### src/rtl/pipe_stage_reg_if.sv
// pipe_stage_reg_if: handshake bundle for one pipeline stage register.
// Ports: in_* upstream valid/ready/data, rep_* replay valid/ready/data,
// flush/bubble hazard controls, out_* downstream valid/ready/data,
// occupancy (held entries) and replay_active (head came from replay).
interface pipe_stage_reg_if #(
  parameter int WIDTH = 64
);
  logic             in_valid;
  logic             in_ready;
  logic [WIDTH-1:0] in_data;
  logic             rep_valid;
  logic             rep_ready;
  logic [WIDTH-1:0] rep_data;
  logic             flush;
  logic             bubble;
  logic             out_valid;
  logic             out_ready;
  logic [WIDTH-1:0] out_data;
  logic [1:0]       occupancy;
  logic             replay_active;
  modport master (
    output in_valid, in_data, rep_valid, rep_data, flush, bubble, out_ready,
    input  in_ready, rep_ready, out_valid, out_data, occupancy, replay_active
  );
  modport slave (
    input  in_valid, in_data, rep_valid, rep_data, flush, bubble, out_ready,
    output in_ready, rep_ready, out_valid, out_data, occupancy, replay_active
  );
endinterface

### src/rtl/pipe_stage_reg.sv
// pipe_stage_reg: inter-stage pipeline register with skid, replay, flush and bubble.
// Ports: clk, rst_n (async active-low), bus (slave side of pipe_stage_reg_if).
module pipe_stage_reg #(
  parameter int              WIDTH    = 64,
  parameter bit              SKID     = 1'b1,
  parameter logic [WIDTH-1:0] NOP_WORD = '0
) (
  input logic               clk,
  input logic               rst_n,
  pipe_stage_reg_if.slave   bus
);
  logic             h_v_q, h_r_q, s_v_q, s_r_q;
  logic             h_v_d, h_r_d, s_v_d, s_r_d;
  logic [WIDTH-1:0] h_d_q, s_d_q, h_d_d, s_d_d;
  logic             xfer, space, wr;
  logic [WIDTH-1:0] w_data;
  assign xfer   = h_v_q & bus.out_ready & ~bus.bubble;
  // SKID=1 gates only on the skid slot so in_ready stays off the downstream path
  assign space  = ~bus.flush & (SKID ? ~s_v_q : (~h_v_q | xfer));
  assign bus.rep_ready = space;
  assign bus.in_ready  = space & ~bus.rep_valid;
  assign wr     = (bus.rep_valid & space) | (bus.in_valid & bus.in_ready);
  assign w_data = bus.rep_valid ? bus.rep_data : bus.in_data;
  assign bus.out_valid     = h_v_q & ~bus.bubble;
  assign bus.out_data      = bus.out_valid ? h_d_q : NOP_WORD;
  assign bus.occupancy     = {1'b0, h_v_q} + {1'b0, s_v_q};
  assign bus.replay_active = h_r_q;
  always_comb begin
    h_v_d = h_v_q;
    h_r_d = h_r_q;
    h_d_d = h_d_q;
    s_v_d = s_v_q;
    s_r_d = s_r_q;
    s_d_d = s_d_q;
    if (bus.flush) begin
      h_v_d = 1'b0;
      h_r_d = 1'b0;
      s_v_d = 1'b0;
      s_r_d = 1'b0;
    end else if (xfer | ~h_v_q) begin
      // head slot frees up: promote skid first (oldest), else take the new write
      h_v_d = s_v_q | wr;
      h_r_d = s_v_q ? s_r_q : (wr & bus.rep_valid);
      h_d_d = s_v_q ? s_d_q : w_data;
      s_v_d = 1'b0;
      s_r_d = 1'b0;
    end else if (wr) begin
      s_v_d = SKID;
      s_r_d = SKID & bus.rep_valid;
      s_d_d = w_data;
    end
  end
  always_ff @(posedge clk or negedge rst_n) begin
    if (!rst_n) begin
      h_v_q <= 1'b0;
      h_r_q <= 1'b0;
      h_d_q <= NOP_WORD;
      s_v_q <= 1'b0;
      s_r_q <= 1'b0;
      s_d_q <= NOP_WORD;
    end else begin
      h_v_q <= h_v_d;
      h_r_q <= h_r_d;
      h_d_q <= h_d_d;
      s_v_q <= s_v_d;
      s_r_q <= s_r_d;
      s_d_q <= s_d_d;
    end
  end
endmodule

### src/flat_wrapper.sv
// flat-port wrapper written by rule: the top's interface ports become plain ports
module pipe_stage_reg_flat 
#(
  parameter int              WIDTH    = 64,
  parameter bit              SKID     = 1'b1,
  parameter logic [WIDTH-1:0] NOP_WORD = '0
)
  (clk, rst_n, bus_in_valid, bus_in_data, bus_rep_valid, bus_rep_data, bus_flush, bus_bubble, bus_out_ready, bus_in_ready, bus_rep_ready, bus_out_valid, bus_out_data, bus_occupancy, bus_replay_active);
  pipe_stage_reg_if #(.WIDTH(WIDTH)) bus_i ();
  input logic clk;
  input logic rst_n;
  input wire logic [$bits(bus_i.in_valid)-1:0] bus_in_valid;
  input wire logic [$bits(bus_i.in_data)-1:0] bus_in_data;
  input wire logic [$bits(bus_i.rep_valid)-1:0] bus_rep_valid;
  input wire logic [$bits(bus_i.rep_data)-1:0] bus_rep_data;
  input wire logic [$bits(bus_i.flush)-1:0] bus_flush;
  input wire logic [$bits(bus_i.bubble)-1:0] bus_bubble;
  input wire logic [$bits(bus_i.out_ready)-1:0] bus_out_ready;
  output wire logic [$bits(bus_i.in_ready)-1:0] bus_in_ready;
  output wire logic [$bits(bus_i.rep_ready)-1:0] bus_rep_ready;
  output wire logic [$bits(bus_i.out_valid)-1:0] bus_out_valid;
  output wire logic [$bits(bus_i.out_data)-1:0] bus_out_data;
  output wire logic [$bits(bus_i.occupancy)-1:0] bus_occupancy;
  output wire logic [$bits(bus_i.replay_active)-1:0] bus_replay_active;
  assign bus_i.in_valid = bus_in_valid;
  assign bus_i.in_data = bus_in_data;
  assign bus_i.rep_valid = bus_rep_valid;
  assign bus_i.rep_data = bus_rep_data;
  assign bus_i.flush = bus_flush;
  assign bus_i.bubble = bus_bubble;
  assign bus_i.out_ready = bus_out_ready;
  assign bus_in_ready = bus_i.in_ready;
  assign bus_rep_ready = bus_i.rep_ready;
  assign bus_out_valid = bus_i.out_valid;
  assign bus_out_data = bus_i.out_data;
  assign bus_occupancy = bus_i.occupancy;
  assign bus_replay_active = bus_i.replay_active;
  pipe_stage_reg #(.WIDTH(WIDTH), .SKID(SKID), .NOP_WORD(NOP_WORD)) u_core (.clk(clk), .rst_n(rst_n), .bus(bus_i));
endmodule
### config.mk
export PLATFORM = sky130hd
export DESIGN_NAME = pipe_stage_reg_flat
export DESIGN_NICKNAME = d
export VERILOG_FILES = /design/src/rtl/pipe_stage_reg_if.sv /design/src/rtl/pipe_stage_reg.sv /design/src/flat_wrapper.sv
export SDC_FILE = /design/constraint.sdc
export NUM_CORES = 1
export LEC_CHECK = 0
export ABC_AREA = 1
export CORE_ASPECT_RATIO = 1.1
export CORE_MARGIN = 4
export CORE_UTILIZATION = 38
export CTS_CLUSTER_SIZE = 8
export DETAILED_ROUTE_END_ITERATION = 6
export GPL_TIMING_DRIVEN = 0
export HOLD_SLACK_MARGIN = 0.02
export MAX_ROUTING_LAYER = met4
export SYNTH_ARGS = -nofsm -noshare
export SYNTH_HDL_FRONTEND = slang
export SYNTH_SLANG_ARGS = --single-unit
export TNS_END_PERCENT = 20
### constraint.sdc
create_clock -name clk -period 1.93 [get_ports clk]
set_input_delay 0.193 -clock clk [delete_from_list [all_inputs] [get_ports clk]]
set_output_delay 0.193 -clock clk [all_outputs]
set_load 0.01 [all_outputs]
# Word level (Yosys, flattened, before mapping)
# Cells that the tools add are included.
op_classes:
  add_sub_neg: 1
  bitwise: 17
  n_reduce_logical: 4
  mux: 14
ops:
  columns: ["cell", "count"]
  rows:
  - ["$mux 64", 3]
  - ["$mux 1", 11]
  - ["$and 1x1->1", 8]
  - ["$not 1->1", 6]
  - ["$or 1x1->1", 3]
  - ["$reduce_and 3->1", 1]
  - ["$reduce_bool 3->1", 1]
  - ["$add 1x1->2", 1]
  - ["$reduce_and 2->1", 1]
  - ["$reduce_bool 2->1", 1]
totals:
  regBits: 132
  elab_cells: 42
  in_bits: 135

# Longest topological paths before layout
logic_depth:
  depth_word: 9
  depth_mapped: 9
  ltp_nobuf: 7

# Least setup slack after synthesis
# Ideal clock, no wire load.
synth_path:
  kind: "reg-to-output"
  start: "register u_core.h_v_q"
  end: "output port bus_out_data[10]"
  arrival_ps: 1163
  required_ps: 1737
  n_path_buf: 1
  path_stages_with_launch: 6
  slack_ps: 574
  path_cell_list: "dfrtp_1 -> inv_2 -> nor2_1 -> inv_2 -> clkbuf_1 -> nor2_1"
synth_via:
  elab_chain_cells: 2
synth_rtl:
  columns: ["element", "line_no", "source"]
  rows:
  - ["start: declaration", "pipe_stage_reg.sv:12", "logic h_v_q, h_r_q, s_v_q, s_r_q;"]
  - ["start signal: assignment", "pipe_stage_reg.sv:62", "h_v_q <= h_v_d;"]
  - ["$and 1x1->1", "pipe_stage_reg.sv:24", "assign bus.out_valid = h_v_q & ~bus.bubble;"]
  - ["via bus_out_valid", "flat_wrapper.sv:21", "output wire logic [$bits(bus_i.out_valid)-1:0] bus_out_valid;"]
  - ["$mux 64", "pipe_stage_reg.sv:25", "assign bus.out_data = bus.out_valid ? h_d_q : NOP_WORD;"]
  - ["end: declaration", "flat_wrapper.sv:22", "output wire logic [$bits(bus_i.out_data)-1:0] bus_out_data;"]
# The timed path passes the listed nets, and every way through them passes these cells.

# Worst setup path after layout
layout_path:
  start: "register u_core.h_v_q"
  end: "output port bus_out_data[7]"
layout_via:
  elab_chain_cells: 2
layout_rtl:
  columns: ["element", "line_no"]
  rows:
  - ["$and 1x1->1", "pipe_stage_reg.sv:24"]
  - ["$mux 64", "pipe_stage_reg.sv:25"]
# No other way between the ends.

==> results.txt <==
Crit Path Class: register to output port
synthesized flop and latch total: 132
Static Leak: 6.59 nW
DR WL/cell: 14.5 um
Mapped Nets: 1471
Die Y: 163 um
initial antenna violation count: 1
Longest Clk Path Bufs: 2
Rows: 56
P&R area growth vs syn: 36.4%
share of power burned in registers: 38.0%
power per cell area: 856 nW/um2
top_reg_cell synth: dfrtp_1
clock share of power: 38.8%
Synth Warn #: 0
Clock Tree Root: clkbuf_16
Worst Path Max Fanout: 10
Peak VDD IR: 612 uV
CTS tree: done
post-synthesis sequential area ratio: 39.8%
chip width: 149 um
Via density: 4.65
total track usage: 22.9%
core area: 21400 um2
family with the most delay on the worst path: buffers and inverters
Die ar.: 24300 um2
slowest CP cell: dfrtp_1
Critical Path Max Stage Delay: 390 ps
vias in the first global route: 8685
r2r setup slk: 450 ps
number of buffers created by CTS: 17
Critical Path AT: 1710 ps
clock transition at the registers of the reported paths: 60 ps
Comb pwr share: 23.2%
sw frac: 30.0%
drt initial violations: 449
Final Hold Viols: 0
Slew Limit Fails: 0
WL final: 27000 um
Ports: 205
worst slew pin tran: 610 ps
fin crit period: 1900 ps
Int Pwr: 6.79 mW
Tot Pwr: 9.70 mW
Mapped Cells: 1335
Final nets: 1697
CTS sink cnt: 132
share of synthesized registers carrying an async set or reset: 100%
Avg Inst Size Synth: 6.22 um2
Worst-Skew Late Latency: 420 ps
CP Cell Sequence: inv_2 -> nor2_4 -> inv_6 -> clkbuf_4 -> nor2_1 -> dlygate4sd2_1
RSZ-0062 raised after global routing: yes
Post-synth EDFFs: 0
Hold Crit Class: input pin to async pin
Setup violations, final: 0
CP Launch Type: register
post-route ant nets: 0
largest net degree at the start of global routing: 75
crit end category: output port
critical path data required time: 1740 ps
total number of vias: 8666
GPL Wtd Cong: 0.832
starting density of the core: 38.7%
fmax: 0.525 GHz
detailed placer's ending HPWL: 19500 um
Post-Syn Area: 8300 um2
first-pass GRT wire length: 43400 um
Worst slew margin: 59.3%
H-tree depth: 4
grt ovf: 0
final period utilization: 98.6%
Psw: 2.91 mW
Buf/Inv on CP: 4
layout cells sized above 1: 8.96%
DRC: 0
Netlist cell types: 18
final worst setup slack: 26.9 ps
status: finished, final reports clean
IO Port Bufs: 203
fillcell total: 2229
DP Worst Slack: -420 ps
first-pass detailed-route iteration total: 5
max cap viols: 0
Setup Skew: 8.74 ps
## layout by cell type (no fill, tap or decap), types with 2 or more instances in the layout
| master | n |
|---|---|
| buf_2 | 51 |
| inv_2 | 6 |
| clkdlybuf4s50_1 | 135 |
| clkbuf_1 | 8 |
| buf_4 | 10 |
| clkbuf_2 | 16 |
| inv_1 | 192 |
| bufinv_16 | 6 |
| dlygate4sd2_1 | 48 |
| buf_6 | 13 |
| clkbuf_16 | 17 |
| nor2_1 | 66 |
| clkbuf_4 | 5 |
| dfrtp_1 | 131 |
| clkinvlp_4 | 4 |
| nor2_4 | 2 |
| dlymetal6s2s_1 | 2 |
| inv_6 | 2 |
| o21ai_0 | 68 |
| nand3_1 | 131 |
| nand2_1 | 647 |
## through the flow
step                      instance area (um2)  util (%)  hold slack (ps)  cells  TNS [ps]
final                                   11300      52.8              303   1864         0
after global placement                  10700      49.9              455   1828   -674740
after detailed placement                10700      50.0              217   1829    -23800
after CTS                               11400      53.1              331   1863      -186
after floorplan                          8300         -             -103   1335         0
after global routing                    11300      52.8              372   1864     -1500
## routing by layer
layer	wire [um]	global-route usage [%]
met1	11900	28.9
met5	0	-
met4	444	5.78
met3	1730	4.30
met2	13000	38.1
## flip-flops by register name, summed over array words and instances (netlist names)
name                      count
u_core.bus.replay_active      1
u_core.h_d_q                 64
u_core.h_v_q                  1
u_core.s_d_q                 64
u_core.s_r_q                  1
u_core.s_v_q                  1
## what timing repair did
action	in CTS	in global routing
resized for setup	81	38
hold buffers	1	0
pin swaps	1	1
setup buffers	2	0
endpoints found under the hold margin	58	0
endpoints found under the setup margin	66	64
## cell usage after synthesis, types with 7 or more instances
cell / count / area [um2]
buf_4: 7 / 52.6
nand2_1: 647 / 2430
buf_2: 51 / 255
nand3_1: 131 / 656
clkbuf_1: 13 / 48.8
o21ai_0: 68 / 340
inv_2: 7 / 26.3
inv_1: 192 / 721
dfrtp_1: 132 / 3300
nor2_1: 68 / 255
buf_6: 12 / 135
## layout make-up
type	instances	area [um2]	share of cell area (%)
multi-input combinational	921	3770	33.3
clock inverter	12	228	2.01
sequential	132	3300	29.2
inverter	199	752	6.64
timing repair buffer	207	1950	17.2
clock buffer	19	443	3.91
tap	290	363	3.20
antenna	1	2.50	0.0221
buffer	83	514	4.54
## final timing paths
kind | end | startpoint | cells after the start
min | u_core.h_d_q[7] | rst_n | 2
max | bus_out_data[7] | u_core.h_v_q | 6
min in group clk | u_core.s_r_q | bus_rep_valid | 5
min reg2reg | u_core.s_d_q[36] | u_core.s_d_q[36] | 2
max reg2reg | u_core.h_d_q[11] | u_core.s_v_q | 7
max in group asynchronous | u_core.h_d_q[39] | rst_n | 3
## power by group through the flow
stage               clock [mW]  combinational (mW)  sequential (mW)
CTS                       3.81                2.30             3.68
global placement             0                2.30             3.71
global route              3.92                2.59             3.76
finish                    3.76                2.25             3.69
floorplan                    0                1.38             3.65
detailed placement           0                2.34             3.72
## cells by family after synthesis
family | count (synthesis) | synth area share, %
buf+inv | 282 | 14.9
simple gates | 851 | 40.9
flops | 132 | 39.8
compound gates | 69 | 4.29
fa+ha+maj | 1 | 0.151
Note: power is estimated with default switching activity, not from simulation.
